[config.mk]
export PLATFORM = sky130hd
export DESIGN_NAME = decode_sequencer
export DESIGN_NICKNAME = d
export VERILOG_FILES = /design/src/rtl/decode_sequencer.sv
export SDC_FILE = /design/constraint.sdc
export NUM_CORES = 1
export LEC_CHECK = 0
export BUFFER_PORTS_ARGS = -buffer_cell sky130_fd_sc_hd__buf_2
export CAP_MARGIN = 20
export CORE_MARGIN = 1.5
export CORE_UTILIZATION = 30
export DETAILED_ROUTE_END_ITERATION = 7
export PLACE_DENSITY = 0.61
export REMOVE_ABC_BUFFERS = 1
export SLEW_MARGIN = 30
export SYNTH_ARGS = -nofsm -noshare
export SYNTH_HDL_FRONTEND = slang
export SYNTH_SLANG_ARGS = --single-unit
[constraint.sdc]
create_clock -name Clock -period 2.23 [get_ports Clock]
set_clock_uncertainty 0.15 [all_clocks]
set_input_delay 0.1115 -clock Clock [delete_from_list [all_inputs] [get_ports Clock]]
set_output_delay 0.1115 -clock Clock [all_outputs]
set_load 0.01 [all_outputs]
[src/rtl/decode_sequencer.sv]
// Top-level decode controller: sequences UART load, M3, M2, M1 and arbitrates the single SRAM port.
// Each wait state has a watchdog, and a cycle counter measures the length of a full decode.
module decode_sequencer #(
   parameter logic [31:0] TIMEOUT_CYCLES = 32'd4194304,
   parameter bit          SKIP_UART      = 1'b0
) (
   input  logic        Clock,
   input  logic        Resetn,
   input  logic        start,
   input  logic        uart_done,
   input  logic [17:0] uart_address,
   input  logic [15:0] uart_write_data,
   input  logic        uart_we_n,
   input  logic [17:0] m3_address,
   input  logic [15:0] m3_write_data,
   input  logic        m3_we_n,
   input  logic [17:0] m2_address,
   input  logic [15:0] m2_write_data,
   input  logic        m2_we_n,
   input  logic [17:0] m1_address,
   input  logic [15:0] m1_write_data,
   input  logic        m1_we_n,
   output logic        m3_start,
   output logic        m2_start,
   output logic        m1_start,
   input  logic        m3_done,
   input  logic        m2_done,
   input  logic        m1_done,
   output logic [17:0] SRAM_address,
   output logic [15:0] SRAM_write_data,
   output logic        SRAM_we_n,
   output logic [2:0]  stage,
   output logic        busy,
   output logic        done,
   output logic        timeout_err,
   output logic [31:0] cycle_count
);

   typedef enum logic [3:0] {
      S_IDLE, S_UART_WAIT, S_M3_START, S_M3_WAIT, S_M2_START, S_M2_WAIT,
      S_M1_START, S_M1_WAIT, S_FINISH, S_ERROR
   } state_t;

   state_t      state, state_nxt;
   logic [31:0] watchdog;
   logic        wd_hit;
   logic        accept;

   function automatic logic [2:0] stage_of(input state_t s);
      unique case (s)
         S_UART_WAIT:            stage_of = 3'd1;
         S_M3_START, S_M3_WAIT:  stage_of = 3'd2;
         S_M2_START, S_M2_WAIT:  stage_of = 3'd3;
         S_M1_START, S_M1_WAIT:  stage_of = 3'd4;
         S_FINISH:               stage_of = 3'd5;
         S_ERROR:                stage_of = 3'd7;
         default:                stage_of = 3'd0;
      endcase
   endfunction

   function automatic logic busy_of(input state_t s);
      busy_of = !(s == S_IDLE || s == S_FINISH || s == S_ERROR);
   endfunction

   assign wd_hit = (watchdog == TIMEOUT_CYCLES - 32'd1);
   assign accept = (state == S_IDLE || state == S_ERROR) && start;

   // Only the current owner's done pulse advances; done beats a coincident timeout.
   always_comb begin
      state_nxt = state;
      unique case (state)
         S_IDLE, S_ERROR: if (start) state_nxt = SKIP_UART ? S_M3_START : S_UART_WAIT;
         S_UART_WAIT:     if (uart_done) state_nxt = S_M3_START; else if (wd_hit) state_nxt = S_ERROR;
         S_M3_START:      state_nxt = S_M3_WAIT;
         S_M3_WAIT:       if (m3_done) state_nxt = S_M2_START; else if (wd_hit) state_nxt = S_ERROR;
         S_M2_START:      state_nxt = S_M2_WAIT;
         S_M2_WAIT:       if (m2_done) state_nxt = S_M1_START; else if (wd_hit) state_nxt = S_ERROR;
         S_M1_START:      state_nxt = S_M1_WAIT;
         S_M1_WAIT:       if (m1_done) state_nxt = S_FINISH; else if (wd_hit) state_nxt = S_ERROR;
         S_FINISH:        state_nxt = S_IDLE;
         default:         state_nxt = S_IDLE;
      endcase
   end

   // Outputs are registered from the next state so they line up with the state register.
   always_ff @(posedge Clock or negedge Resetn) begin
      if (!Resetn) begin
         state       <= S_IDLE;
         watchdog    <= '0;
         m3_start    <= 1'b0;
         m2_start    <= 1'b0;
         m1_start    <= 1'b0;
         stage       <= 3'd0;
         busy        <= 1'b0;
         done        <= 1'b0;
         timeout_err <= 1'b0;
         cycle_count <= '0;
      end else begin
         state    <= state_nxt;
         m3_start <= (state_nxt == S_M3_START);
         m2_start <= (state_nxt == S_M2_START);
         m1_start <= (state_nxt == S_M1_START);
         stage    <= stage_of(state_nxt);
         busy     <= busy_of(state_nxt);
         done     <= (state_nxt == S_FINISH);

         // A WAIT state that persists keeps counting; any change of state restarts the watchdog.
         if (busy_of(state) && state_nxt == state) watchdog <= watchdog + 32'd1;
         else                                       watchdog <= '0;

         if (accept)                     timeout_err <= 1'b0;
         else if (state_nxt == S_ERROR)  timeout_err <= 1'b1;

         if (accept)                                        cycle_count <= '0;
         else if (busy_of(state) && cycle_count != '1)      cycle_count <= cycle_count + 32'd1;
      end
   end

   // SRAM port follows the registered owner; START/IDLE/FINISH/ERROR park it with writes disabled.
   always_comb begin
      SRAM_address    = '0;
      SRAM_write_data = '0;
      SRAM_we_n       = 1'b1;
      unique case (state)
         S_UART_WAIT: begin
            SRAM_address = uart_address; SRAM_write_data = uart_write_data; SRAM_we_n = uart_we_n;
         end
         S_M3_WAIT: begin
            SRAM_address = m3_address; SRAM_write_data = m3_write_data; SRAM_we_n = m3_we_n;
         end
         S_M2_WAIT: begin
            SRAM_address = m2_address; SRAM_write_data = m2_write_data; SRAM_we_n = m2_we_n;
         end
         S_M1_WAIT: begin
            SRAM_address = m1_address; SRAM_write_data = m1_write_data; SRAM_we_n = m1_we_n;
         end
         default: ;
      endcase
   end

endmodule

==> impl_metrics.csv <==
group,metric,value,unit
cts,cts_made_buffers,9,
sta,hold_ws,0.130,ns
placement,placedCellCount,1057,
cts,root_buffer,"clkbuf_16",
placement,hpwl,12200,um
floorplan,core-area,15900,um^2
logic_synthesis,ys_warn_count,0,
global_routing,grtUsageTotal,18.1,%
cts,cts.clk_slew.worst_paths,0.06,ns
routing,via_per_inst,5.06,
sta,fmax,447,MHz
final_layout,nFillCells,1576,
setup_path,cp-start-kind,"register",
run,maxCapViolations,0,
logic_synthesis,synth_ff_type,"dfrtp_1",
routing,ant_nets,0,
logic_synthesis,syn_area_per_cell,8.54,um^2
global_routing,antenna_found_initial,3,
setup_path,path_max_fanout,3,
routing,wire_per_inst,15.1,um
floorplan,io_pins,223,
routing,drt-pass1-iter-count,5,
final_layout,fin_cells,1093,
logic_synthesis,yosys.area.top_type,"dfrtp_1",
setup_path,path_cells,"ha_2 > nand3_2 > or3_4 > or3_4 > a31oi_4 > ha_1 > a21oi_2 > nor2_1",
sta,finalSetupViolations,1,
global_routing,overflow,0,
cts,cts_tree,"done",
setup_path,crit_top_cell,"or3_4",
outcome,violations,"negative setup slack",
placement,place.gp.congestion,0.908,
logic_synthesis,synth_seq_cells,77,
outcome,status,"finished, violations left",
global_routing,grt_pass1_vias,4951,
global_routing,grt_max_degree,40,
logic_synthesis,synthTopCellsByArea,"dfrtp_1 (39%), a22oi_1 (11%), nand2_1 (5.5%), nor2_1 (3.8%), xor2_1 (3.4%)",
final_layout,final_common_cell,"buf_2",
final_layout,drive_gt1_share,42.9,%
floorplan,rows,46,
setup_path,worst_ep_required_time,2.30,ns
power,powerDensity,1080,nW/um^2
setup_path,cp_slowest_cell,"or3_4",
hold_path,hold_class,"input pin to register",
sta,fin_crit,2.24,ns
sta,report.final.slew_viol_count,0,
global_routing,grt_pass1_wl,24100,um
placement,io_buffers,222,
sta,maxSlewHeadroom,64.6,%
routing,vias,5527,
floorplan,dieArea,17100,um^2
final_layout,layout.nets,1022,
sta,tightest_slew,0.526,ns
sta,hold_viol,0,
cts,cts_htree_levels,3,
logic_synthesis,synthArstFlopShare,100,%
final_layout,area_growth,52.6,%
logic_synthesis,yosysSeqAreaShare,39.4,%
sta,rsz0062_at_grt,"yes",
floorplan,initial_utilization,30.8,%
cts,cts_sinks,77,
logic_synthesis,synth_edf_count,0,
logic_synthesis,syn-instance-count,572,
logic_synthesis,synth_top_area_share,39.4,%
sta,setup_slack,-0.00603,ns
routing,drc,0,
power,power_leakage,3.61,nW
sta,post-route-period-util,100,%
logic_synthesis,netlist_area,4890,um^2
cts,clockBufferDepth,2,
power,ir_drop,0.548,mV
routing,drtIter0Drc,303,
setup_path,critPathMaxStageDelay,0.41,ns
routing,drt-total-wl,16500,um
final_layout,final_cell_mix,"buf_2 (221), buf_4 (85), dfrtp_1 (73)",
floorplan,chipHeight,131,um
setup_path,worstPathArrival,2.31,ns
setup_path,end_kind,"register",
setup_path,crit_type,"register to register",
floorplan,fp.dieW,131,um
cts,insertion_delay,0.34,ns
logic_synthesis,ys_types,48,
## critical path, delay by kind of cell, from the launching register on
family                     cells  cell delay, ns
AOI/OAI and AO/OA              2            0.28
adders and majority gates      2            0.46
DFF                            1            0.35
and+or+nand+nor                4            0.88
## metal layers
metal	vias to the layer above	track usage (%)	routed length (um)
met2	203	29.9	8330
met5	-	0	13
met1	2579	23.0	6990
li1	2727	-	-
met3	16	4.28	934
met4	2	6.98	253
## Yosys cell counts, drive strengths merged (2+ instances only)
cell	instances
a2111oi	2
o21a	2
xor2	19
or4	10
nand3	17
nand2	72
nand4	19
dfrtp	77
and2	9
nor4b	4
nor2	49
nor3	13
o211ai	10
ha	4
a22oi	69
a211oi	2
mux2i	8
or2	7
xnor2	13
a21oi	22
inv	11
nor3b	3
or3	14
and3	9
a31oi	3
nor4	5
clkbuf	27
o31ai	11
buf	6
nand2b	5
o21ai	26
and4	10
nor2b	5
## worst paths after layout
| path | startpoint | to | slack [ns] | cells after the start |
|---|---|---|---|---|
| max in group asynchronous | Resetn | cycle_count[12] | 1.17 | 3 |
| worst max register to register | watchdog[0] | stage[1] | -0.006 | 8 |
| worst max-delay path | watchdog[0] | stage[1] | -0.006 | 8 |
| min in group asynchronous | Resetn | watchdog[20] | 0.14 | 2 |
| worst min register to register | watchdog[15] | watchdog[15] | 0.39 | 2 |
| worst min-delay path | m1_done | state[2] | 0.13 | 4 |
## report_power, final
part | total (mW) | leakage [nW] | switching [mW] | internal, mW
clock | 1.56 | 0.152 | 0.557 | 1.00
combinational | 4.54 | 2.43 | 2.50 | 2.04
sequential | 1.92 | 1.04 | 0.229 | 1.69
## through the flow
step	setup slack, ns	power, mW	utilization (%)	cell area (um^2)	TNS (ns)
finish	-0.00603	8.02	46.9	7460	-0.00603
global placement	-0.0769	5.99	42.9	6820	-0.244
floorplan	-1.10	4.03	-	4750	-63.54
detailed placement	-0.110	6.00	42.9	6820	-1.02
global route	-0.100	8.62	46.9	7460	-2.33
CTS	-0.0233	7.64	45.4	7220	-0.195
## state kept, by name, indices dropped and copies added (netlist names)
name         flops
state            4
done             1
busy             1
cycle_count     32
watchdog        32
m2_start         1
m3_start         1
stage            3
timeout_err      1
m1_start         1
## cell families after synthesis
group | after synthesis | synth area share [%]
flip-flops | 77 | 39.4
adder cells (fa/ha/maj) | 4 | 1.02
multiplexers | 9 | 1.87
XOR/XNOR | 32 | 5.74
AO/OA/AOI/OAI | 152 | 21.1
buffers and inverters | 44 | 3.53
AND/OR/NAND/NOR | 254 | 27.3
## cell type report
cell class / count / area (um^2) / area share [%]
flip-flops and latches: 77 / 1930 / 25.9
clock buffers: 11 / 243 / 3.26
multi-input cells: 451 / 2920 / 39.2
well taps: 216 / 270 / 3.62
repair buffers: 321 / 1970 / 26.4
clock inverters: 4 / 72.6 / 0.973
diodes: 2 / 5.00 / 0.0671
inverters: 11 / 41.3 / 0.554
## what timing repair did
item | 4_1_cts | 5_1_grt
setup buffers | 1 | 11
endpoints found under the hold margin | 41 | 0
endpoints found under the setup margin | 40 | 83
gates cloned | 0 | 3
resized for setup | 8 | 29
pin swaps | 1 | 5
hold buffers | 4 | 0
Note: power is estimated with default switching activity, not from simulation.
